<file path="config.mk">
export PLATFORM = sky130hd
export DESIGN_NAME = div16_seq
export DESIGN_NICKNAME = d
export VERILOG_FILES = /design/src/rtl/div16_seq.sv
export SDC_FILE = /design/constraint.sdc
export NUM_CORES = 1
export LEC_CHECK = 0
export CAP_MARGIN = 10
export CORE_UTILIZATION = 40
export CTS_CLUSTER_DIAMETER = 150
export DETAILED_ROUTE_END_ITERATION = 6
export DONT_BUFFER_PORTS = 1
export GPL_TIMING_DRIVEN = 0
export PLACE_DENSITY = 0.55
export SKIP_LAST_GASP = 1
export SLEW_MARGIN = 0
export SYNTH_ARGS = -nofsm -noshare
export SYNTH_HDL_FRONTEND = slang
export SYNTH_SLANG_ARGS = --single-unit
</file>
<file path="constraint.sdc">
create_clock -name clk -period 3.4 [get_ports clk]
set_clock_uncertainty 0.1 [all_clocks]
set_input_delay 0.51 -clock clk [delete_from_list [all_inputs] [get_ports clk]]
set_output_delay 0.51 -clock clk [all_outputs]
set_load 0.03 [all_outputs]
</file>
<file path="src/rtl/div16_seq.sv">
// Purpose : unsigned sequential divider using restoring shift-subtract, one quotient bit per cycle.
// Latency : WIDTH cycles from acceptance to out_valid; a zero divisor takes 1 cycle.
// Backpr. : single operation in flight; in_ready low until the result is taken; result held while out_ready=0.
//
// Ports:
//   clk, rst_n            clock, asynchronous active-low reset
//   in_valid / in_ready   operand handshake (dividend, divisor)
//   out_valid / out_ready result handshake (quotient, remainder, div_by_zero)
module div16_seq #(
    parameter int WIDTH = 16
) (
    input  logic             clk,
    input  logic             rst_n,
    input  logic             in_valid,
    output logic             in_ready,
    input  logic [WIDTH-1:0] dividend,
    input  logic [WIDTH-1:0] divisor,
    output logic             out_valid,
    input  logic             out_ready,
    output logic [WIDTH-1:0] quotient,
    output logic [WIDTH-1:0] remainder,
    output logic             div_by_zero
);

    localparam int CW = $clog2(WIDTH + 1);

    localparam logic [1:0] ST_IDLE = 2'd0;
    localparam logic [1:0] ST_BUSY = 2'd1;
    localparam logic [1:0] ST_DONE = 2'd2;

    logic [1:0]       state_q, state_d;
    logic [CW-1:0]    cnt_q, cnt_d;
    logic [WIDTH:0]   prem_q, prem_d;     // partial remainder
    logic [WIDTH-1:0] dvd_q, dvd_d;       // dividend bits shift out MSB first, quotient bits shift in at LSB
    logic [WIDTH-1:0] dvs_q, dvs_d;
    logic [WIDTH-1:0] quo_q, quo_d;
    logic [WIDTH-1:0] rem_q, rem_d;
    logic             dbz_q, dbz_d;
    logic             zpend_q, zpend_d;   // zero-divisor op accepted, result published on the next edge

    logic [WIDTH:0]   trial;
    logic [WIDTH:0]   diff;
    logic             ge;
    logic [WIDTH:0]   prem_nxt;
    logic             unused_prem_msb;

    // The partial remainder is always below the divisor between iterations,
    // so its MSB is zero there; only the trial value needs the extra bit.
    assign unused_prem_msb = prem_q[WIDTH];

    assign trial    = {prem_q[WIDTH-1:0], dvd_q[WIDTH-1]};
    assign diff     = trial - {1'b0, dvs_q};
    assign ge       = (trial >= {1'b0, dvs_q});
    assign prem_nxt = ge ? diff : trial;

    assign in_ready    = (state_q == ST_IDLE) && !zpend_q;
    assign out_valid   = (state_q == ST_DONE);
    assign quotient    = quo_q;
    assign remainder   = rem_q;
    assign div_by_zero = dbz_q;

    always_comb begin
        state_d = state_q;
        cnt_d   = cnt_q;
        prem_d  = prem_q;
        dvd_d   = dvd_q;
        dvs_d   = dvs_q;
        quo_d   = quo_q;
        rem_d   = rem_q;
        dbz_d   = dbz_q;
        zpend_d = zpend_q;

        case (state_q)
            ST_IDLE: begin
                if (zpend_q) begin
                    state_d = ST_DONE;
                    quo_d   = '1;
                    rem_d   = dvd_q;
                    dbz_d   = 1'b1;
                    zpend_d = 1'b0;
                end else if (in_valid) begin
                    dvd_d  = dividend;
                    dvs_d  = divisor;
                    prem_d = '0;
                    cnt_d  = '0;
                    if (divisor == '0) begin
                        zpend_d = 1'b1;
                    end else begin
                        dbz_d   = 1'b0;
                        state_d = ST_BUSY;
                    end
                end
            end
            ST_BUSY: begin
                prem_d = prem_nxt;
                dvd_d  = {dvd_q[WIDTH-2:0], ge};
                cnt_d  = cnt_q + CW'(1);
                // Results are published only when the last bit is resolved,
                // so intermediate values never reach the outputs.
                if (cnt_q == CW'(WIDTH - 1)) begin
                    state_d = ST_DONE;
                    quo_d   = {dvd_q[WIDTH-2:0], ge};
                    rem_d   = prem_nxt[WIDTH-1:0];
                end
            end
            ST_DONE: begin
                if (out_ready) begin
                    state_d = ST_IDLE;
                end
            end
            default: begin
                state_d = ST_IDLE;
            end
        endcase
    end

    always_ff @(posedge clk or negedge rst_n) begin
        if (!rst_n) begin
            state_q <= ST_IDLE;
            cnt_q   <= '0;
            prem_q  <= '0;
            dvd_q   <= '0;
            dvs_q   <= '0;
            quo_q   <= '0;
            rem_q   <= '0;
            dbz_q   <= 1'b0;
            zpend_q <= 1'b0;
        end else begin
            state_q <= state_d;
            cnt_q   <= cnt_d;
            prem_q  <= prem_d;
            dvd_q   <= dvd_d;
            dvs_q   <= dvs_d;
            quo_q   <= quo_d;
            rem_q   <= rem_d;
            dbz_q   <= dbz_d;
            zpend_q <= zpend_d;
        end
    end

endmodule
</file>
# --- Word-level counts from Yosys, hierarchy flattened ---
# Cells that the tools add are included.
classes:
  n_addsub: 2
  order_cmp: 1
  eq_ne: 11
  n_mux: 28
  bitwise_logic: 1
  n_reduce_logical: 11
ops:
  columns: ["cell", "n"]
  rows:
  - ["$mux 16", 9]
  - ["$pmux 16 s2", 4]
  - ["$ge 17x16->1", 1]
  - ["$logic_not 16->1", 1]
  - ["$sub 16x16->16", 1]
  - ["$reduce_and 3->1", 4]
  - ["$mux 2", 5]
  - ["$mux 5", 2]
  - ["$ne 2x2->1 const B", 5]
  - ["$pmux 5 s2", 1]
  - ["$mux 1", 6]
  - ["$ne 3x3->1 const B", 2]
  - ["$pmux 2 s3", 1]
  - ["$add 5x1->5 const B", 1]
  - ["$eq 5x4->1 const B", 1]
  - ["$reduce_and 4->1", 1]
  - ["$reduce_bool 2->1", 2]
  - ["$eq 2x1->1 const B", 1]
  - ["$eq 2x2->1 const B", 1]
  - ["$logic_not 2->1", 1]
  - ["$ne 2x1->1 const B", 1]
  - ["$logic_and 1x1->1", 1]
  - ["$logic_not 1->1", 1]
  - ["$not 1->1", 1]
totals:
  register_bits: 89
  input_bits: 36
  out_inout_bits: 35
  word_cells: 63

# --- Longest topological paths before layout ---
# Gate-level depths: netlist (run 1).
depth:
  depth_word: 5
  ltp_mapped: 11

# --- Worst setup path after synthesis (run 1) ---
# No wires, ideal clock.
synth_path:
  path_type: "reg-to-reg"
  start: "register dvd_q[15]"
  end: "register rem_q[12] (netlist: remainder[12])"
  setup_time_ps: 134
  t_arrival_ps: 2303
  t_required_ps: 3166
  slack_ps: 863
  path_stages_with_launch: 12
  n_path_buf: 0
  period_less_slack_ps: 2537
  path_cell_list: "dfrtp_1 inv_1 ha_1 inv_1 fa_1 a21o_1 a221oi_2 o21ai_2 a2111oi_4 nor2_1 mux2i_1 o22ai_1"
synth_between:
  elab_chain_cells: 4
  word_cells_on_any_way: 5
synth_rtl:
  columns: ["element", "line", "text"]
  rows:
  - ["start: declaration", "34", "logic [WIDTH-1:0] dvd_q, dvd_d;"]
  - ["start signal: assignment", "132", "dvd_q <= dvd_d;"]
  - ["$sub 16x16->16 or $ge 17x16->1 (tied branches)", "52, 53", null]
  - ["$mux 16 *", "54", "assign prem_nxt = ge ? diff : trial;"]
  - ["$mux 16 *", "100", "if (cnt_q == CW'(WIDTH - 1)) begin"]
  - ["$pmux 16 s2 *", "73", "case (state_q)"]
  - ["end signal: assignment", "135", "rem_q <= rem_d;"]
  - ["end: declaration", "37", "logic [WIDTH-1:0] rem_q, rem_d;"]
# Mark *: on every way between the ends. The rest lies on a longest branch, timed or not. The select of a mux whose other input is x is not followed.
# A chain may end at the register's enable or synchronous reset.

# --- Worst setup path in the final report (run 1) ---
# Ends and elaborated chain as after synthesis.

==> impl_metrics.yaml, run 1 <==
status:
  status: "finished, violations left"
  violations: "negative hold slack"
cells_and_area:
  layoutNonFillerInstCount: 673
  final_cell_mix: "sky130_fd_sc_hd__dfrtp_1, sky130_fd_sc_hd__nand2_1, sky130_fd_sc_hd__o21ai_0"
  layout.cells.most_common: "sky130_fd_sc_hd__dfrtp_1"
  multi_input_comb_area_sq_um: 2300
  drive_gt1_share_pct: 6.60
  final_nets: 580
  regArea_sq_um: 2230
  nFillCells: 1122
  antenna_cells: 0
  area_delta_synth_final_pct: 10.3
floorplan:
  core_region_area_sq_um: 11500
  floorplan.initialDensity_pct: 41.2
  fp.dieH_um: 111
  ios: 71
  design.die.area_sq_um: 12300
  core.rowCount: 39
  fp.dieW_um: 111
logic_synthesis:
  synth_area_per_cell_sq_um: 9.22
  syn_nets: 568
  yosys_warnings: 0
  synthArstFlopShare_pct: 100
  postSynth.topFlopCell: "sky130_fd_sc_hd__dfrtp_1"
  postSynthRegisterBits: 89
  count_of_unique_library_cells_instantiated_by_yosys: 50
  synthCells: 513
  synth-seq-area-share_pct: 47.1
  synth-edff-count: 0
  synth.cell_area_sq_um: 4730
setup_path:
  worst_path_dominant_cell_family: "compound AO/OA/AOI/OAI gates"
  timing.reg2reg.setup_slack_ps: 340
  worstPathRequired_ps: 3500
  rr_endpoint: "remainder[12]"
  critical-path-max-stage-delay_ps: 520
  timing_worst_setup_path_type: "register to register"
  r2r_cells: 11
  crit_arrival_ps: 3160
  crit_fanout: 5
  critical_path.n_buffers_inverters: 2
  cp_slowest_cell: "sky130_fd_sc_hd__a221oi_2"
  crit_path_start_kind: "register"
  most_common_cell_on_crit_path: "sky130_fd_sc_hd__inv_1"
  timing.critical_path.to_type: "register"
  worst_r2r_startpoint: "dvd_q[15]"
  path_cells: "inv_1, ha_1, inv_1, fa_1, a21o_1, a221oi_2, o21ai_2, a2111oi_4, nor2_1, mux2i_1, o22ai_1"
clock_network:
  clk_path_buf_depth: 2
  clock_tree_from_tritoncts: "done"
  num_clock_sinks: 89
  clock_pin_slew_worst_setup_and_hold_paths_ps: 70
  cts-htree-levels: 3
  cts_root_buf: "sky130_fd_sc_hd__clkbuf_16"
  worstSkewPairLatency_ps: 340
  cts_inserted_buffers: 9
drt:
  detail_route.iter0.violations: 148
  drt.antenna.violating_nets: 0
  detail_route.wirelength_um: 12200
  drt-wirelength-per-cell_um: 18.1
  route.vias.total: 3722
  post-route-drc-count: 0
  first_pass_iters: 4
  routed_vias_inst: 5.53
placement:
  placed_cells: 656
  detailedPlacementHpwl_um: 9050
  worst_slack_at_placement_ps: 438
  routabilityCongestion: 0.836
  place.port_buffers: 0
sta:
  min_period_ps: 3060
  layout_worst_path_cycle_share_pct: 90.1
  setup-violations-final: 0
  timing.max_slew.rel_slack_pct: 40.5
  fmax_mhz: 327
  report.final.hold_viol_count: 21
  worstMarginPinSlew_ps: 886
  setup_repair_after_global_routing_missed_its_margin: "false"
  final_max_slew_viol_count: 0
  minimum_hold_slack_ps: -38.4
  setup_total_negative_slack_ps: 0
  postLayoutSetupSlackWorst_ps: 338
global_routing:
  grt_start_max_net_pins: 90
  grt_pass1_wl_um: 20100
  antenna_violations_before_repair: 0
  globalRoute.totalOverflow: 0
  number_of_global_route_vias_before_repair: 3788
  track_usage_pct: 20.9
job:
  cap_violations: 0
worst_hold_path:
  hp-class: "primary input to asynchronous set/reset pin"
==> Yosys cell counts (all sizes together), types with 2 or more instances <==
library cell | instances | area (sq um)
nor2b | 3 | 18.8
nand4 | 3 | 18.8
nor4 | 4 | 25.0
a22o | 2 | 17.5
o211ai | 6 | 50.1
xnor2 | 11 | 96.3
nand2 | 86 | 325
and2 | 3 | 18.8
mux2 | 2 | 22.5
a21oi | 32 | 164
ha | 18 | 225
a31oi | 7 | 50.1
inv | 21 | 78.8
clkbuf | 22 | 82.6
o22ai | 12 | 75.1
o21bai | 3 | 22.5
a211oi | 2 | 15.0
mux2i | 29 | 290
nand2b | 3 | 18.8
nand3 | 7 | 35.0
a21o | 9 | 67.6
or2 | 2 | 12.5
xor2 | 2 | 17.5
o21a | 3 | 22.5
buf | 7 | 43.8
o21ai | 80 | 404
nor3 | 2 | 10.0
nor2 | 27 | 101
dfrtp | 89 | 2230
and3 | 4 | 25.0
==> sequential cells by signal, indices dropped and copies added, names as in the netlist <==
name,cells
cnt_q,5
div_by_zero,1
prem_q,16
zpend_q,1
state_q,2
dvd_q,16
remainder,16
quotient,16
dvs_q,16
==> worst max-delay path by stage <==
stage | start | endpoint | depth (start not counted)
after floorplan | dvd_q[15] | remainder[12] | 11
after global placement | dvd_q[15] | remainder[12] | 11
after detailed placement | dvd_q[15] | remainder[12] | 11
after CTS | dvd_q[15] | remainder[12] | 11
after global routing | dvd_q[15] | remainder[12] | 11
final | dvd_q[15] | remainder[12] | 11
==> kinds of logic (layout without fill, tap and decap cells) <==
group / count (synthesis) / count (layout) / share of synthesized area [%]
mux: 31 / 31 / 6.62
flops: 89 / 89 / 47.1
compound gates: 163 / 163 / 20.8
simple gates: 148 / 148 / 13.6
fa+ha+maj: 19 / 19 / 5.19
xor+xnor: 13 / 13 / 2.41
buf+inv: 50 / 67 / 4.34
==> metal layers <==
layer | GRT usage [%] | wire [um] | up-vias
met5 | 0 | 0 | -
met4 | 6.67 | 170 | 0
li1 | - | - | 1837
met1 | 28.9 | 5700 | 1798
met2 | 33.2 | 5790 | 75
met3 | 3.66 | 484 | 12
==> area by class of cell <==
type / instances / share of cell area [%]
Sequential cell: 89 / 42.7
Clock buffer: 11 / 4.66
Timing Repair Buffer: 1 / 0.528
Clock inverter: 5 / 0.696
Multi-Input combinational cell: 374 / 44.0
Tap cell: 143 / 3.43
Inverter: 21 / 1.51
Buffer: 29 / 2.42
==> per-stage QoR <==
step / util (%) / cell area [sq um] / hold slack, ps
after floorplan: - / 4730 / 114
after global placement: 42.8 / 4910 / 117
after detailed placement: 42.8 / 4910 / 117
after CTS: 45.5 / 5210 / 4.86
after global routing: 45.5 / 5210 / 2.40
final: 45.5 / 5210 / -38.4
==> what timing repair did <==
item	in CTS	in global routing
hold endpoints to repair	89	0
buffers inserted	0	0
hold buffers	1	0
gates resized for setup	0	0
Power of run 1 is left out: the tool's default activity adds up to more than one toggle a clock period on the data nets, which glitch-free logic cannot reach.
==> run 2: changes to the inputs <==
--- a/config.mk
+++ b/config.mk
@@ -13,7 +13,6 @@
 export GPL_TIMING_DRIVEN = 0
 export PLACE_DENSITY = 0.55
 export SKIP_LAST_GASP = 1
-export SLEW_MARGIN = 0
 export SYNTH_ARGS = -nofsm -noshare
 export SYNTH_HDL_FRONTEND = slang
 export SYNTH_SLANG_ARGS = --single-unit
==> constraint.sdc (replaced) <==
create_clock -name clk -period 3.2 [get_ports clk]
set_clock_uncertainty 0.1 [all_clocks]
set_input_delay 0.48 -clock clk [delete_from_list [all_inputs] [get_ports clk]]
set_output_delay 0.48 -clock clk [all_outputs]
set_load 0.03 [all_outputs]
==> impl_metrics.yaml, run 2 (synthesis results as in run 1) <==
status:
  status: "completed"
job:
  cap_violations: 0
setup_path:
  worst_r2r_startpoint: "dvd_q[15]"
  cp-startpoint: "dvd_q[15]"
  worstPathRequired_ps: 3300
  timing.critical_path.to_type: "register"
  timing_worst_setup_path_type: "register to register"
  crit_arrival_ps: 3000
  crit_path_start_kind: "register"
  critical-path-max-stage-delay_ps: 410
  crit_fanout: 5
  most_common_cell_on_crit_path: "sky130_fd_sc_hd__inv_1"
  path_cells: "inv_1, ha_1, inv_1, fa_1, a21o_1, a221oi_4, o21ai_2, a2111oi_4, nor2_1, mux2i_1, o22ai_1"
  cp_slowest_cell: "sky130_fd_sc_hd__fa_1"
cells_and_area:
  area_delta_synth_final_pct: 10.7
  final_cell_mix: "sky130_fd_sc_hd__dfrtp_1, sky130_fd_sc_hd__nand2_1, sky130_fd_sc_hd__o21ai_0"
  drive_gt1_share_pct: 6.59
  nFillCells: 1122
  final_nets: 581
  final_core_utilization_pct: 45.7
  layout.cells.most_common: "sky130_fd_sc_hd__dfrtp_1"
  antenna_cells: 0
sta:
  worstMarginPinSlew_ps: 886
  final_max_slew_viol_count: 0
  timing.max_slew.rel_slack_pct: 40.5
  setup_repair_after_global_routing_missed_its_margin: "false"
  min_period_ps: 2900
  setup_total_negative_slack_ps: 0
  setup-violations-final: 0
  report.final.hold_viol_count: 0
  fmax_mhz: 345
  layout_worst_path_cycle_share_pct: 90.7
clock_network:
  clk_path_buf_depth: 2
  num_clock_sinks: 89
  worstSkewPairLatency_ps: 340
  clock_tree_from_tritoncts: "done"
  clock_pin_slew_worst_setup_and_hold_paths_ps: 70
  cts_inserted_buffers: 9
  cts_root_buf: "sky130_fd_sc_hd__clkbuf_16"
  cts-htree-levels: 3
floorplan:
  fp.dieH_um: 111
  core_region_area_sq_um: 11500
  design.die.area_sq_um: 12300
  fp.dieW_um: 111
  floorplan.initialDensity_pct: 41.2
  ios: 71
  core.rowCount: 39
placement:
  detailedPlacementHpwl_um: 9050
  routabilityCongestion: 0.836
  place.port_buffers: 0
global_routing:
  antenna_violations_before_repair: 0
  globalRoute.totalOverflow: 0
  number_of_global_route_vias_before_repair: 3792
  track_usage_pct: 20.9
  grt_start_max_net_pins: 90
  grt_pass1_wl_um: 20100
worst_hold_path:
  hp-class: "primary input to register"
  worstHoldStart: "divisor[11]"
drt:
  drt-wirelength-per-cell_um: 18.1
  drt.antenna.violating_nets: 0
  post-route-drc-count: 0
  first_pass_iters: 4
  detail_route.wirelength_um: 12200
  routed_vias_inst: 5.50
  route.vias.total: 3709
  detail_route.iter0.violations: 154
-- run 2: metal layers --
metal | part of all wire (%) | vias up | GRT usage [%] | routed length, um
met5 | 0 | - | 0 | 0
met4 | 1.2 | 0 | 6.67 | 145
met3 | 3.8 | 9 | 3.66 | 457
met2 | 48 | 70 | 33.2 | 5840
met1 | 47 | 1791 | 28.9 | 5730
li1 | - | 1839 | - | -
-- run 2: area by class of cell --
| class | instances | area (sq um) | area share, % |
|---|---|---|---|
| plain buffers | 29 | 126 | 2.41 |
| clock buffers | 11 | 243 | 4.64 |
| clock inverters | 5 | 36.3 | 0.693 |
| inverters | 21 | 78.8 | 1.51 |
| multi-input cells | 374 | 2310 | 44.1 |
| flip-flops and latches | 89 | 2230 | 42.5 |
| well taps | 143 | 179 | 3.42 |
| repair buffers | 2 | 37.5 | 0.717 |
-- run 2: worst paths after layout --
path / cells after the start / slack [ps] / endpoint
min in group asynchronous: 2 / 630 / dvs_q[11]
setup / recovery: 11 / 300 / remainder[12]
setup reg to reg: 11 / 300 / remainder[12]
hold reg to reg: 2 / 390 / cnt_q[4]
hold / removal: 2 / 160 / dvs_q[11]
max in group asynchronous: 2 / 1980 / prem_q[10]
-- run 2: worst max-delay path, delay by kind of cell (launching register included) --
| family | cells | cell delay (ps) |
|---|---|---|
| compound gates | 5 | 1170 |
| fa+ha+maj | 2 | 570 |
| buf+inv | 2 | 150 |
| flops | 1 | 400 |
| mux | 1 | 260 |
| simple gates | 1 | 100 |
-- run 2: timing repair --
action,4_1_cts,5_1_grt
endpoints found under the setup margin,0,2
buffers inserted,0,0
hold buffers,2,0
gates resized for setup,0,1
endpoints found under the hold margin,89,0
-- run 2: per-stage QoR --
stage / std cells / instance area, sq um / hold WS [ps] / worst slack [ps]
after global routing: 674 / 5240 / 162 / 130
after CTS: 674 / 5220 / 150 / 148
after global placement: 656 / 4910 / 86.7 / 273
after detailed placement: 656 / 4910 / 86.6 / 238
after floorplan: 513 / 4730 / 84.4 / 663
final: 674 / 5240 / 162 / 299
Power of run 2 is left out for the same reason.
==> run 3: changes to the inputs <==
--- a/config.mk
+++ b/config.mk
@@ -6,12 +6,13 @@
 export NUM_CORES = 1
 export LEC_CHECK = 0
 export CAP_MARGIN = 10
-export CORE_UTILIZATION = 40
+export CORE_MARGIN = 4
+export CORE_UTILIZATION = 25
 export CTS_CLUSTER_DIAMETER = 150
 export DETAILED_ROUTE_END_ITERATION = 6
 export DONT_BUFFER_PORTS = 1
 export GPL_TIMING_DRIVEN = 0
-export PLACE_DENSITY = 0.55
+export PLACE_DENSITY = 0.39
 export SKIP_LAST_GASP = 1
 export SYNTH_ARGS = -nofsm -noshare
 export SYNTH_HDL_FRONTEND = slang
==> impl_metrics.yaml, run 3 (synthesis results as in run 1) <==
clock_network:
  cts_inserted_buffers: 9
  cts-htree-levels: 3
  clk_path_buf_depth: 2
  num_clock_sinks: 89
  postCtsSetupBuffers: 0
  worstSkewPairLatency_ps: 350
  clock_tree_from_tritoncts: "done"
  clock_pin_slew_worst_setup_and_hold_paths_ps: 70
  cts_root_buf: "sky130_fd_sc_hd__clkbuf_16"
global_routing:
  track_usage_pct: 13.6
  antenna_violations_before_repair: 0
  grt_start_max_net_pins: 90
  globalRoute.totalOverflow: 0
  number_of_global_route_vias_before_repair: 3795
  grt_pass1_wl_um: 22300
floorplan:
  fp.dieH_um: 146
  fp.dieW_um: 146
  core.rowCount: 50
  core_region_area_sq_um: 18600
  ios: 71
  design.die.area_sq_um: 21200
  floorplan.initialDensity_pct: 25.4
drt:
  post-route-drc-count: 0
  first_pass_iters: 4
  drt.antenna.violating_nets: 0
  drt-wirelength-per-cell_um: 18.6
  detail_route.wirelength_um: 14200
  routed_vias_inst: 4.88
  detail_route.iter0.violations: 242
  route.vias.total: 3735
sta:
  final_max_slew_viol_count: 0
  report.final.hold_viol_count: 0
  setup_repair_after_global_routing_missed_its_margin: "false"
  timing.max_slew.rel_slack_pct: 39.1
  setup_total_negative_slack_ps: 0
  worstMarginPinSlew_ps: 906
  setup-violations-final: 0
  layout_worst_path_cycle_share_pct: 91.5
  min_period_ps: 2930
  fmax_mhz: 342
setup_path:
  most_common_cell_on_crit_path: "sky130_fd_sc_hd__inv_1"
  crit_arrival_ps: 3040
  path_cells: "inv_1, ha_1, inv_1, fa_1, a21o_1, a221oi_4, o21ai_2, a2111oi_4, nor2_1, mux2i_1, o22ai_1"
  crit_path_start_kind: "register"
  cp_slowest_cell: "sky130_fd_sc_hd__dfrtp_1"
  critical_path.n_buffers_inverters: 2
  worstPathRequired_ps: 3310
  crit_fanout: 5
  critical-path-max-stage-delay_ps: 420
  timing_worst_setup_path_type: "register to register"
  worst_path_dominant_cell_family: "compound AO/OA/AOI/OAI gates"
  timing.critical_path.to_type: "register"
job:
  cap_violations: 0
cells_and_area:
  final_cell_mix: "sky130_fd_sc_hd__dfrtp_1, sky130_fd_sc_hd__nand2_1, sky130_fd_sc_hd__o21ai_0"
  antenna_cells: 0
  layout.cells.most_common: "sky130_fd_sc_hd__dfrtp_1"
  drive_gt1_share_pct: 6.59
  area_delta_synth_final_pct: 13.7
  final_nets: 581
placement:
  detailedPlacementHpwl_um: 10900
  routabilityCongestion: 0.806
  place.port_buffers: 0
status:
  status: "completed"
worst_hold_path:
  hp-class: "primary input to register"
run 3: cell types whose count changed in the layout (fill, tap and decap cells not counted):
cell | previous run | this run
sky130_fd_sc_hd__bufinv_16 | 0 | 1
sky130_fd_sc_hd__clkinv_2 | 2 | 1
run 3: metrics by stage:
step | area (sq um) | instances | hold slack, ps | worst slack, ps | util, %
detailed placement | 5020 | 747 | 88.5 | 170 | 26.9
finish | 5370 | 765 | 152 | 273 | 28.8
global route | 5370 | 765 | 152 | 74.1 | 28.8
global placement | 5020 | 747 | 88.5 | 198 | 26.9
CTS | 5360 | 765 | 144 | 146 | 28.8
floorplan | 4730 | 513 | 84.4 | 663 | -
run 3: what timing repair did:
item                                   CTS  global route
endpoints found under the hold margin   89             0
resized for setup                        0             1
hold buffers                             2             0
setup endpoints to repair                0             2
run 3: layer usage:
metal	track usage [%]	wire, um
met1	18.1	6500
met2	21.6	6770
met3	3.64	728
met4	4.56	212
met5	0	0
run 3: path summary, 6_finish.rpt:
check                           start       endpoint  slack, ps  cells after the start
max                         dvd_q[15]  remainder[12]        270                     11
min in group asynchronous       rst_n  remainder[10]        660                      2
min reg2reg                  cnt_q[4]       cnt_q[4]        380                      2
min                        divisor[7]       dvs_q[7]        150                      2
max reg2reg                 dvd_q[15]  remainder[12]        270                     11
max in group asynchronous       rst_n       dvs_q[1]       1950                      2
run 3: layout make-up:
class                   instances  area [sq um]
inverters                      21          78.8
clock buffers                  11           243
flip-flops and latches         89          2230
multi-input cells             374          2310
well taps                     234           293
clock inverters                 5          61.3
repair buffers                  2          37.5
plain buffers                  29           126
fillers                      2025         13300
Power of run 3 is left out for the same reason.
